`src/rtl/hist_frame_sequencer_if.sv`:
```
// Signal bundle between the histogram frame sequencer, the pixel stream,
// the histogram/cumulative RAMs and the result consumers.
interface hist_frame_sequencer_if #(
    parameter int CNT_W = 20
);
    logic             iFval;
    logic [7:0]       iGray;
    logic             iGrayValid;
    logic [7:0]       oHistRdAddr;
    logic [CNT_W-1:0] iHistRdData;
    logic [7:0]       oHistWrAddr;
    logic [CNT_W-1:0] oHistWrData;
    logic             oHistWrEn;
    logic [7:0]       oCumWrAddr;
    logic [CNT_W-1:0] oCumWrData;
    logic             oCumWrEn;
    logic [7:0]       oThresh25;
    logic [7:0]       oThresh50;
    logic [7:0]       oThresh75;
    logic [CNT_W-1:0] oMaxValue;
    logic             oDone;
    logic             oBusy;
    logic             oFrameDrop;

    modport master (
        input  iFval, iGray, iGrayValid, iHistRdData,
        output oHistRdAddr, oHistWrAddr, oHistWrData, oHistWrEn,
               oCumWrAddr, oCumWrData, oCumWrEn,
               oThresh25, oThresh50, oThresh75, oMaxValue,
               oDone, oBusy, oFrameDrop
    );

    modport slave (
        output iFval, iGray, iGrayValid, iHistRdData,
        input  oHistRdAddr, oHistWrAddr, oHistWrData, oHistWrEn,
               oCumWrAddr, oCumWrData, oCumWrEn,
               oThresh25, oThresh50, oThresh75, oMaxValue,
               oDone, oBusy, oFrameDrop
    );
endinterface

```
`src/rtl/hist_frame_sequencer.sv`:
```
// Per-frame histogram controller: accumulates gray bins during a frame, then
// sweeps them into a cumulative histogram, finds 25/50/75% thresholds and clears.
module hist_frame_sequencer #(
    parameter int CNT_W = 20
) (
    input  logic                  iClk,
    input  logic                  iRst,
    hist_frame_sequencer_if.master bus
);
    localparam int               NBINS = 256;
    localparam logic [CNT_W-1:0] CMAX  = '1;

    typedef enum logic [2:0] {
        S_INIT, S_IDLE, S_ACCUM, S_DRAIN, S_SWEEP, S_PUBLISH
    } state_t;

    state_t           r_state, w_state_nxt;
    logic             r_fval_prev;
    logic [7:0]       r_init_addr;
    logic [CNT_W-1:0] r_pcnt;
    logic             r_s1_vld;
    logic [7:0]       r_s1_addr;
    logic             r_lw_vld;
    logic [7:0]       r_lw_addr;
    logic [CNT_W-1:0] r_lw_data;
    logic [8:0]       r_k;
    logic             r_sw_vld;
    logic [7:0]       r_sw_addr;
    logic [CNT_W-1:0] r_cum, r_max;
    logic [CNT_W-1:0] r_t25, r_t50, r_t75;
    logic             r_f25, r_f50, r_f75;
    logic [7:0]       r_k25, r_k50, r_k75;
    logic [7:0]       r_th25, r_th50, r_th75;
    logic [CNT_W-1:0] r_max_pub;
    logic             r_done, r_drop;

    logic             w_rise, w_fall, w_px;
    logic [CNT_W-1:0] w_s1_base, w_s1_inc;
    logic [CNT_W:0]   w_cum_sum;
    logic [CNT_W-1:0] w_cum_next;
    logic [CNT_W+1:0] w_p3;

    assign w_rise = bus.iFval & ~r_fval_prev;
    assign w_fall = ~bus.iFval & r_fval_prev;
    assign w_px   = (r_state == S_ACCUM) & bus.iGrayValid;

    // The RAM returns pre-write data on a same-address read/write, so the
    // previous cycle's increment is forwarded over the stale read.
    assign w_s1_base  = (r_lw_vld && r_lw_addr == r_s1_addr) ? r_lw_data : bus.iHistRdData;
    assign w_s1_inc   = (w_s1_base == CMAX) ? CMAX : w_s1_base + 1'b1;
    assign w_cum_sum  = {1'b0, r_cum} + {1'b0, bus.iHistRdData};
    assign w_cum_next = w_cum_sum[CNT_W] ? CMAX : w_cum_sum[CNT_W-1:0];
    assign w_p3       = {2'b00, r_pcnt} + {1'b0, r_pcnt, 1'b0};

    always_comb begin
        w_state_nxt = r_state;
        case (r_state)
            S_INIT:    if (r_init_addr == 8'(NBINS - 1)) w_state_nxt = S_IDLE;
            S_IDLE:    if (w_rise) w_state_nxt = S_ACCUM;
            S_ACCUM:   if (w_fall) w_state_nxt = S_DRAIN;
            S_DRAIN:   w_state_nxt = S_SWEEP;
            S_SWEEP:   if (r_sw_vld && r_sw_addr == 8'(NBINS - 1)) w_state_nxt = S_PUBLISH;
            S_PUBLISH: w_state_nxt = S_IDLE;
            default:   w_state_nxt = S_INIT;
        endcase
    end

    always_comb begin
        bus.oHistRdAddr = '0;
        bus.oHistWrAddr = '0;
        bus.oHistWrData = '0;
        bus.oHistWrEn   = 1'b0;
        bus.oCumWrAddr  = '0;
        bus.oCumWrData  = '0;
        bus.oCumWrEn    = 1'b0;
        case (r_state)
            S_INIT: begin
                bus.oHistWrAddr = r_init_addr;
                bus.oHistWrEn   = 1'b1;
            end
            S_ACCUM, S_DRAIN: begin
                if (w_px) bus.oHistRdAddr = bus.iGray;
                if (r_s1_vld) begin
                    bus.oHistWrAddr = r_s1_addr;
                    bus.oHistWrData = w_s1_inc;
                    bus.oHistWrEn   = 1'b1;
                end
            end
            S_SWEEP: begin
                if (!r_k[8]) bus.oHistRdAddr = r_k[7:0];
                if (r_sw_vld) begin
                    bus.oHistWrAddr = r_sw_addr;
                    bus.oHistWrEn   = 1'b1;
                    bus.oCumWrAddr  = r_sw_addr;
                    bus.oCumWrData  = w_cum_next;
                    bus.oCumWrEn    = 1'b1;
                end
            end
            default: ;
        endcase
    end

    always_ff @(posedge iClk) begin
        if (iRst) begin
            r_state     <= S_INIT;
            r_fval_prev <= 1'b0;
            r_init_addr <= '0;
            r_pcnt      <= '0;
            r_s1_vld    <= 1'b0;
            r_s1_addr   <= '0;
            r_lw_vld    <= 1'b0;
            r_lw_addr   <= '0;
            r_lw_data   <= '0;
            r_k         <= '0;
            r_sw_vld    <= 1'b0;
            r_sw_addr   <= '0;
            r_cum       <= '0;
            r_max       <= '0;
            r_t25       <= '0;
            r_t50       <= '0;
            r_t75       <= '0;
            r_f25       <= 1'b0;
            r_f50       <= 1'b0;
            r_f75       <= 1'b0;
            r_k25       <= '0;
            r_k50       <= '0;
            r_k75       <= '0;
            r_th25      <= '0;
            r_th50      <= '0;
            r_th75      <= '0;
            r_max_pub   <= '0;
            r_done      <= 1'b0;
            r_drop      <= 1'b0;
        end else begin
            r_state     <= w_state_nxt;
            r_fval_prev <= bus.iFval;
            r_init_addr <= (r_state == S_INIT) ? r_init_addr + 8'd1 : 8'd0;

            r_s1_vld  <= w_px;
            r_s1_addr <= bus.iGray;
            r_lw_vld  <= r_s1_vld;
            r_lw_addr <= r_s1_addr;
            r_lw_data <= w_s1_inc;

            if (r_state == S_IDLE && w_rise) begin
                r_pcnt <= '0;
                r_max  <= '0;
            end else if (w_px && r_pcnt != CMAX) begin
                r_pcnt <= r_pcnt + 1'b1;
            end

            // Pixel count is final here: the last pixel lands in the falling-edge cycle.
            if (r_state == S_DRAIN) begin
                r_t25 <= r_pcnt >> 2;
                r_t50 <= r_pcnt >> 1;
                r_t75 <= w_p3[CNT_W+1:2];
                r_cum <= '0;
                r_k   <= '0;
                r_f25 <= 1'b0;
                r_f50 <= 1'b0;
                r_f75 <= 1'b0;
                r_k25 <= '0;
                r_k50 <= '0;
                r_k75 <= '0;
            end

            if (r_state == S_SWEEP) begin
                r_k       <= r_k + {8'd0, ~r_k[8]};
                r_sw_vld  <= ~r_k[8];
                r_sw_addr <= r_k[7:0];
                if (r_sw_vld) begin
                    r_cum <= w_cum_next;
                    if (bus.iHistRdData > r_max) r_max <= bus.iHistRdData;
                    if (!r_f25 && w_cum_next >= r_t25) begin r_f25 <= 1'b1; r_k25 <= r_sw_addr; end
                    if (!r_f50 && w_cum_next >= r_t50) begin r_f50 <= 1'b1; r_k50 <= r_sw_addr; end
                    if (!r_f75 && w_cum_next >= r_t75) begin r_f75 <= 1'b1; r_k75 <= r_sw_addr; end
                end
            end else begin
                r_sw_vld <= 1'b0;
            end

            r_done <= (r_state == S_PUBLISH);
            if (r_state == S_PUBLISH) begin
                r_th25    <= r_k25;
                r_th50    <= r_k50;
                r_th75    <= r_k75;
                r_max_pub <= r_max;
            end

            r_drop <= w_rise && (r_state != S_IDLE) && (r_state != S_ACCUM);
        end
    end

    assign bus.oThresh25  = r_th25;
    assign bus.oThresh50  = r_th50;
    assign bus.oThresh75  = r_th75;
    assign bus.oMaxValue  = r_max_pub;
    assign bus.oDone      = r_done;
    assign bus.oBusy      = (r_state != S_IDLE);
    assign bus.oFrameDrop = r_drop;
endmodule
```
`src/flat_wrapper.sv`:
```
// flat-port wrapper written by rule: the top's interface ports become plain ports
module hist_frame_sequencer_flat 
#(
    parameter int CNT_W = 20
)
  (iClk, iRst, bus_iFval, bus_iGray, bus_iGrayValid, bus_iHistRdData, bus_oHistRdAddr, bus_oHistWrAddr, bus_oHistWrData, bus_oHistWrEn, bus_oCumWrAddr, bus_oCumWrData, bus_oCumWrEn, bus_oThresh25, bus_oThresh50, bus_oThresh75, bus_oMaxValue, bus_oDone, bus_oBusy, bus_oFrameDrop);
  hist_frame_sequencer_if #(.CNT_W(CNT_W)) bus_i ();
  input  logic iClk;
  input  logic iRst;
  input wire logic [$bits(bus_i.iFval)-1:0] bus_iFval;
  input wire logic [$bits(bus_i.iGray)-1:0] bus_iGray;
  input wire logic [$bits(bus_i.iGrayValid)-1:0] bus_iGrayValid;
  input wire logic [$bits(bus_i.iHistRdData)-1:0] bus_iHistRdData;
  output wire logic [$bits(bus_i.oHistRdAddr)-1:0] bus_oHistRdAddr;
  output wire logic [$bits(bus_i.oHistWrAddr)-1:0] bus_oHistWrAddr;
  output wire logic [$bits(bus_i.oHistWrData)-1:0] bus_oHistWrData;
  output wire logic [$bits(bus_i.oHistWrEn)-1:0] bus_oHistWrEn;
  output wire logic [$bits(bus_i.oCumWrAddr)-1:0] bus_oCumWrAddr;
  output wire logic [$bits(bus_i.oCumWrData)-1:0] bus_oCumWrData;
  output wire logic [$bits(bus_i.oCumWrEn)-1:0] bus_oCumWrEn;
  output wire logic [$bits(bus_i.oThresh25)-1:0] bus_oThresh25;
  output wire logic [$bits(bus_i.oThresh50)-1:0] bus_oThresh50;
  output wire logic [$bits(bus_i.oThresh75)-1:0] bus_oThresh75;
  output wire logic [$bits(bus_i.oMaxValue)-1:0] bus_oMaxValue;
  output wire logic [$bits(bus_i.oDone)-1:0] bus_oDone;
  output wire logic [$bits(bus_i.oBusy)-1:0] bus_oBusy;
  output wire logic [$bits(bus_i.oFrameDrop)-1:0] bus_oFrameDrop;
  assign bus_i.iFval = bus_iFval;
  assign bus_i.iGray = bus_iGray;
  assign bus_i.iGrayValid = bus_iGrayValid;
  assign bus_i.iHistRdData = bus_iHistRdData;
  assign bus_oHistRdAddr = bus_i.oHistRdAddr;
  assign bus_oHistWrAddr = bus_i.oHistWrAddr;
  assign bus_oHistWrData = bus_i.oHistWrData;
  assign bus_oHistWrEn = bus_i.oHistWrEn;
  assign bus_oCumWrAddr = bus_i.oCumWrAddr;
  assign bus_oCumWrData = bus_i.oCumWrData;
  assign bus_oCumWrEn = bus_i.oCumWrEn;
  assign bus_oThresh25 = bus_i.oThresh25;
  assign bus_oThresh50 = bus_i.oThresh50;
  assign bus_oThresh75 = bus_i.oThresh75;
  assign bus_oMaxValue = bus_i.oMaxValue;
  assign bus_oDone = bus_i.oDone;
  assign bus_oBusy = bus_i.oBusy;
  assign bus_oFrameDrop = bus_i.oFrameDrop;
  hist_frame_sequencer #(.CNT_W(CNT_W)) u_core (.iClk(iClk), .iRst(iRst), .bus(bus_i));
endmodule
```
`config.mk`:
```
export PLATFORM = sky130hd
export DESIGN_NAME = hist_frame_sequencer_flat
export DESIGN_NICKNAME = d
export VERILOG_FILES = /design/src/rtl/hist_frame_sequencer_if.sv /design/src/rtl/hist_frame_sequencer.sv /design/src/flat_wrapper.sv
export SDC_FILE = /design/constraint.sdc
export NUM_CORES = 1
export LEC_CHECK = 0
export CORE_MARGIN = 5
export CORE_UTILIZATION = 53
export CTS_BUF_LIST = sky130_fd_sc_hd__clkbuf_8
export CTS_CLUSTER_SIZE = 14
export DETAILED_ROUTE_END_ITERATION = 8
export PLACE_DENSITY = 0.77
export REMOVE_ABC_BUFFERS = 1
export SETUP_SLACK_MARGIN = 0.5
export SYNTH_ARGS = -nofsm -noshare
export SYNTH_HDL_FRONTEND = slang
export SYNTH_SLANG_ARGS = --single-unit
```
`constraint.sdc`:
```
create_clock -name iClk -period 4.8 [get_ports iClk]
set_clock_uncertainty 0.05 [all_clocks]
set_input_delay 0.72 -clock iClk [delete_from_list [all_inputs] [get_ports iClk]]
set_output_delay 0.72 -clock iClk [all_outputs]
set_load 0.02 [all_outputs]
```
==> run summary <==
The run finished with clean final reports. The total power of the final layout is 4.32 mW. The signed area change from the synthesized netlist to the final layout is 32.4%. The transition time at the pin with the least slew margin came out at 1.10 ns. The routed wire length is 41400 um.

The buffer and inverter count on the worst path came out at 4. The number of different library cells in the post-synthesis netlist is 76. The post-layout net count is 2102. The detailed-placement wirelength estimate is 28500 um. Along the worst hold path, the cell count comes to 2.

The highest fanout seen on the critical path is 5. Global routing consumed, on the met2 layer, 45.2% of the routing resources. The path class of the tightest hold or removal check is flop to flop. The number of flops mapped to enable cells by yosys is 0.

The number of antenna diodes in the final layout is 0. Summed over its instances, the top area cell type makes up 35.3% of the synthesized netlist area. Internal power comes to 3.21 mW. The kind of start point of the critical path is a flop. The count of nets left with antenna violations after detail routing is 0.

The total clock buffers created by CTS came out at 42. The final max-slew violation count came out at 0. After clock tree synthesis, the clock-pin slew on the worst setup and hold paths is 0.06 ns. The maximum number of pins on one net before global-route repair came out at 95. Measured against its own limit, the worst slew margin works out to 25.9%.

The clock tree from TritonCTS is built. The number of storage elements in the synthesis netlist is 240. The die is 170 um tall. After synthesis, the cell types taking the most area are dfxtp_1 35%, ha_1 11%, nand2_1 6.5%. The relative contribution of the clock network to total power is 43.2%. Based on the critical path, the design can be clocked at up to 0.231 GHz. The worst register-to-register path ends at u_core.r_k25[5]. The clock passes through at most 3 buffers. The critical path endpoint category is a flop. The number of design-rule violations left by the first detailed-router iteration is 1089. Counting cells, the worst reg-to-reg path comes to 20. VDD sags by at most 165 uV. The placer's final routability congestion estimate came out at 0.946. The routed design could run at a clock period as short as 4.33 ns. For this run, design rule violations remaining after detail routing come to 0. The share of final-layout standard cells stronger than drive strength 1 came out at 19.6%. The worst setup path is of the flop to flop kind. The die covers 29000 um^2. The total of max-cap violations is 0. The count of buffers inserted at the top-level ports came out at 144.

The first global-routing pass estimated 62900 um of wire. Data on the critical path arrives at its endpoint at 4.76 ns. The worst hold path terminates at u_core.r_t75[4]. The post-synth design cell area is 13600 um^2.

For this run, the leading register cell type out of synthesis is dfxtp_1. The number of global-route vias before repair is 12697. CTS saw 240 sinks. The number of rows in the core area is 58. For this design the top-level I/O count stands at 145. The most common cell type on the critical path is buf_4. The register-to-register path setup slack is 0.47 ns.

The most used routing layer in global routing is met2. The family with the most delay on the worst path is compound AO/OA/AOI/OAI gates. The wire length per cell came out at 18.0 um.

The later pin in the worst-skew pair is clocked with a latency of 0.57 ns. The global-route track usage on met3 is 4.53%. The met1 global-route usage is 32.8%. The switching share of power came out at 25.7%. The clock tree root driver cell is clkbuf_8. The final cycle utilization of the critical path came out at 90.2%. The delay of the slowest cell on the worst path came out at 0.41 ns.

Setup violations remaining at the end of the flow were counted as 0. The number of failing hold endpoints at the final stage came out at 0. The die extent in x is 170 um. The synthesized area divided by synthesized cell count came out at 8.10 um^2. The analysis attributes to net switching a power of 1.11 mW. The share of the yosys chip area belonging to registers came out at 35.3%. The worst register-to-register path begins at u_core.r_cum[0]. The initial utilization of the core area, before any placement, comes to 53.9%. The required time at the worst-slack endpoint is 5.23 ns. The worst hold slack across all endpoints came out at 0.400 ns. The number of warnings printed during yosys synthesis is 0. The H-tree was split into 2 levels. The start point of the worst hold path is u_core.r_t75[4]. The worst-path cell with the longest stage delay is fa_2.

The aggregate global routing overflow came out at 0. The core footprint came out at 25300 um^2. Setup repair after global routing could not meet its margin everywhere. dfxtp_1 takes more of the synthesized area than any other cell. The proportion of power drawn by flip-flops and latches is 47.1%. The routed via count came out at 13310. After synthesis, the share of flip-flops with an asynchronous set or reset is 0%.

The combined global-route utilization of all metal layers is 26.1%. The length of the first detailed-routing pass in iterations is 6. The logic gate share of total power came out at 9.7%. The power density over the cells is 240 nW/um^2. The number of antenna violations at the first check in global routing came out at 0.

Summed over all cells, the static leakage comes to 7.40 nW. After detailed routing, the number of vias per cell comes to 5.78. Walking the worst path, the cells encountered are ha_4 -> fa_2 -> a211oi_4 -> o21ai_2 -> buf_4 -> and3_1 -> nor2_1 -> xnor2_1 -> nor2_2 -> inv_1 -> ha_1 -> nor2b_1 -> o31a_1 -> o211ai_1 -> a31oi_1 -> a2111oi_2 -> buf_4 -> a211o_4 -> buf_12 -> mux2i_2. The number of cells produced by synthesis is 1681.
[layer usage]
metal	vias to the layer above	part of all wire, %
met3	98	6.5
met1	6275	42
met5	-	0
met4	0	3.2
li1	6452	-
met2	485	49
[kinds of logic (layout without fill, tap and decap cells)]
| logic type | count (synthesis) | in the layout | share of synthesized area [%] |
|---|---|---|---|
| xor gates and xnor gates | 59 | 59 | 3.96 |
| adders and majority gates | 124 | 124 | 11.5 |
| muxes | 41 | 41 | 3.06 |
| buffers and inverters | 178 | 471 | 5.05 |
| AOI/OAI and AO/OA | 393 | 393 | 18.8 |
| DFF | 240 | 240 | 35.3 |
| and+or+nand+nor | 646 | 646 | 22.4 |
[cells in the mapped netlist (4+ instances only)]
| library cell | count |
|---|---|
| or2_2 | 5 |
| a22oi_1 | 8 |
| nand3b_1 | 4 |
| o211ai_1 | 9 |
| dfxtp_1 | 240 |
| and3_1 | 29 |
| clkbuf_1 | 71 |
| or4_1 | 5 |
| a31oi_1 | 10 |
| a2bb2oi_1 | 5 |
| nand4_1 | 17 |
| nor2_1 | 146 |
| xor2_1 | 28 |
| o21ai_0 | 60 |
| xnor2_1 | 28 |
| a211oi_1 | 16 |
| nor3_1 | 21 |
| nor2b_1 | 34 |
| or3_1 | 13 |
| o311ai_0 | 4 |
| o21bai_1 | 4 |
| o21a_1 | 21 |
| mux2i_1 | 36 |
| a211o_1 | 4 |
| o31ai_1 | 8 |
| a221o_1 | 9 |
| mux2_2 | 4 |
| nor4_1 | 7 |
| nand2_1 | 237 |
| a22o_1 | 28 |
| ha_1 | 122 |
| a21oi_1 | 145 |
| buf_1 | 4 |
| and2_1 | 20 |
| inv_1 | 95 |
| buf_2 | 4 |
| and4_1 | 12 |
| nand2b_1 | 19 |
| nand3_1 | 67 |
| a21o_1 | 24 |
[final cells by class]
| type | count | area, um^2 |
|---|---|---|
| repair inverters | 1 | 5.00 |
| multi-input cells | 1263 | 8850 |
| clock buffers | 50 | 688 |
| clock inverters | 22 | 135 |
| repair buffers | 302 | 2730 |
| fillers | 1903 | 7230 |
| flip-flops and latches | 240 | 4830 |
| inverters | 96 | 364 |
| well taps | 330 | 413 |
[worst min-delay path, delay by kind of cell (launching register included)]
family | cells | cell delay, ns
DFF | 1 | 0.30
and+or+nand+nor | 1 | 0.05
AOI/OAI and AO/OA | 1 | 0.05
[registers in the layout (all words and copies together) (netlist names), 9 cells and up]
register              flops
u_core.r_k                9
u_core.r_max             20
u_core.bus.oMaxValue     20
u_core.r_lw_data         20
u_core.r_cum             20
u_core.r_t25             18
u_core.r_pcnt            20
u_core.r_t75             20
[metrics by stage]
| step | TNS (ns) | area [um^2] | std cells | utilization [%] | setup WS (ns) |
|---|---|---|---|---|---|
| CTS | 0 | 17300 | 2282 | 68.4 | 0.429 |
| floorplan | -1.59 | 13300 | 1599 | - | -0.182 |
| global route | 0 | 18000 | 2304 | 71.4 | 0.231 |
| global placement | -14.16 | 16100 | 2196 | 63.8 | -0.546 |
| finish | 0 | 18000 | 2304 | 71.4 | 0.468 |
| detailed placement | -17.72 | 16100 | 2196 | 63.8 | -0.675 |
[worst max-delay path by stage]
stage,from,end,slack [ns],depth (start not counted)
floorplan,bus_iHistRdData[0],u_core.r_k75[0],-0.18,17
global placement,bus_iHistRdData[0],u_core.r_k50[7],-0.55,20
global route,u_core.r_cum[0],u_core.r_k25[5],0.23,20
CTS,u_core.r_s1_addr[6],bus_oHistWrData[6],0.43,11
finish,u_core.r_cum[0],u_core.r_k25[5],0.47,20
detailed placement,bus_iHistRdData[0],u_core.r_k50[7],-0.68,20
[power groups by stage]
stage                     logic [mW]  clock network (mW)  registers (mW)
after floorplan                0.171                   0            2.07
after global placement         0.343                   0            2.07
after detailed placement       0.351                   0            2.07
after CTS                      0.364                1.90            2.03
after global routing           0.455                1.99            2.03
final                          0.421                1.87            2.03
[cells in the final DEF, fill, tap and decap left out, types with 28 or more instances in the layout]
cell type / instances
buf_4: 143
nand2_1: 235
nor2b_1: 34
clkdlybuf4s50_1: 91
buf_6: 29
o21ai_0: 45
a22o_1: 28
ha_1: 105
nand3_1: 66
a21oi_1: 130
inv_1: 104
mux2i_1: 35
nor2_1: 121
clkbuf_8: 50
dfxtp_1: 227
[timing repair]
action                                 in CTS  in global routing
endpoints found under the hold margin       0                  0
pin swaps                                  31                 77
gates resized for setup                   155                193
hold buffers                                0                  0
cloned                                      1                  4
setup endpoints to repair                  67                 62
buffers inserted                           13                 18
Power figures use the tool's default switching activity.
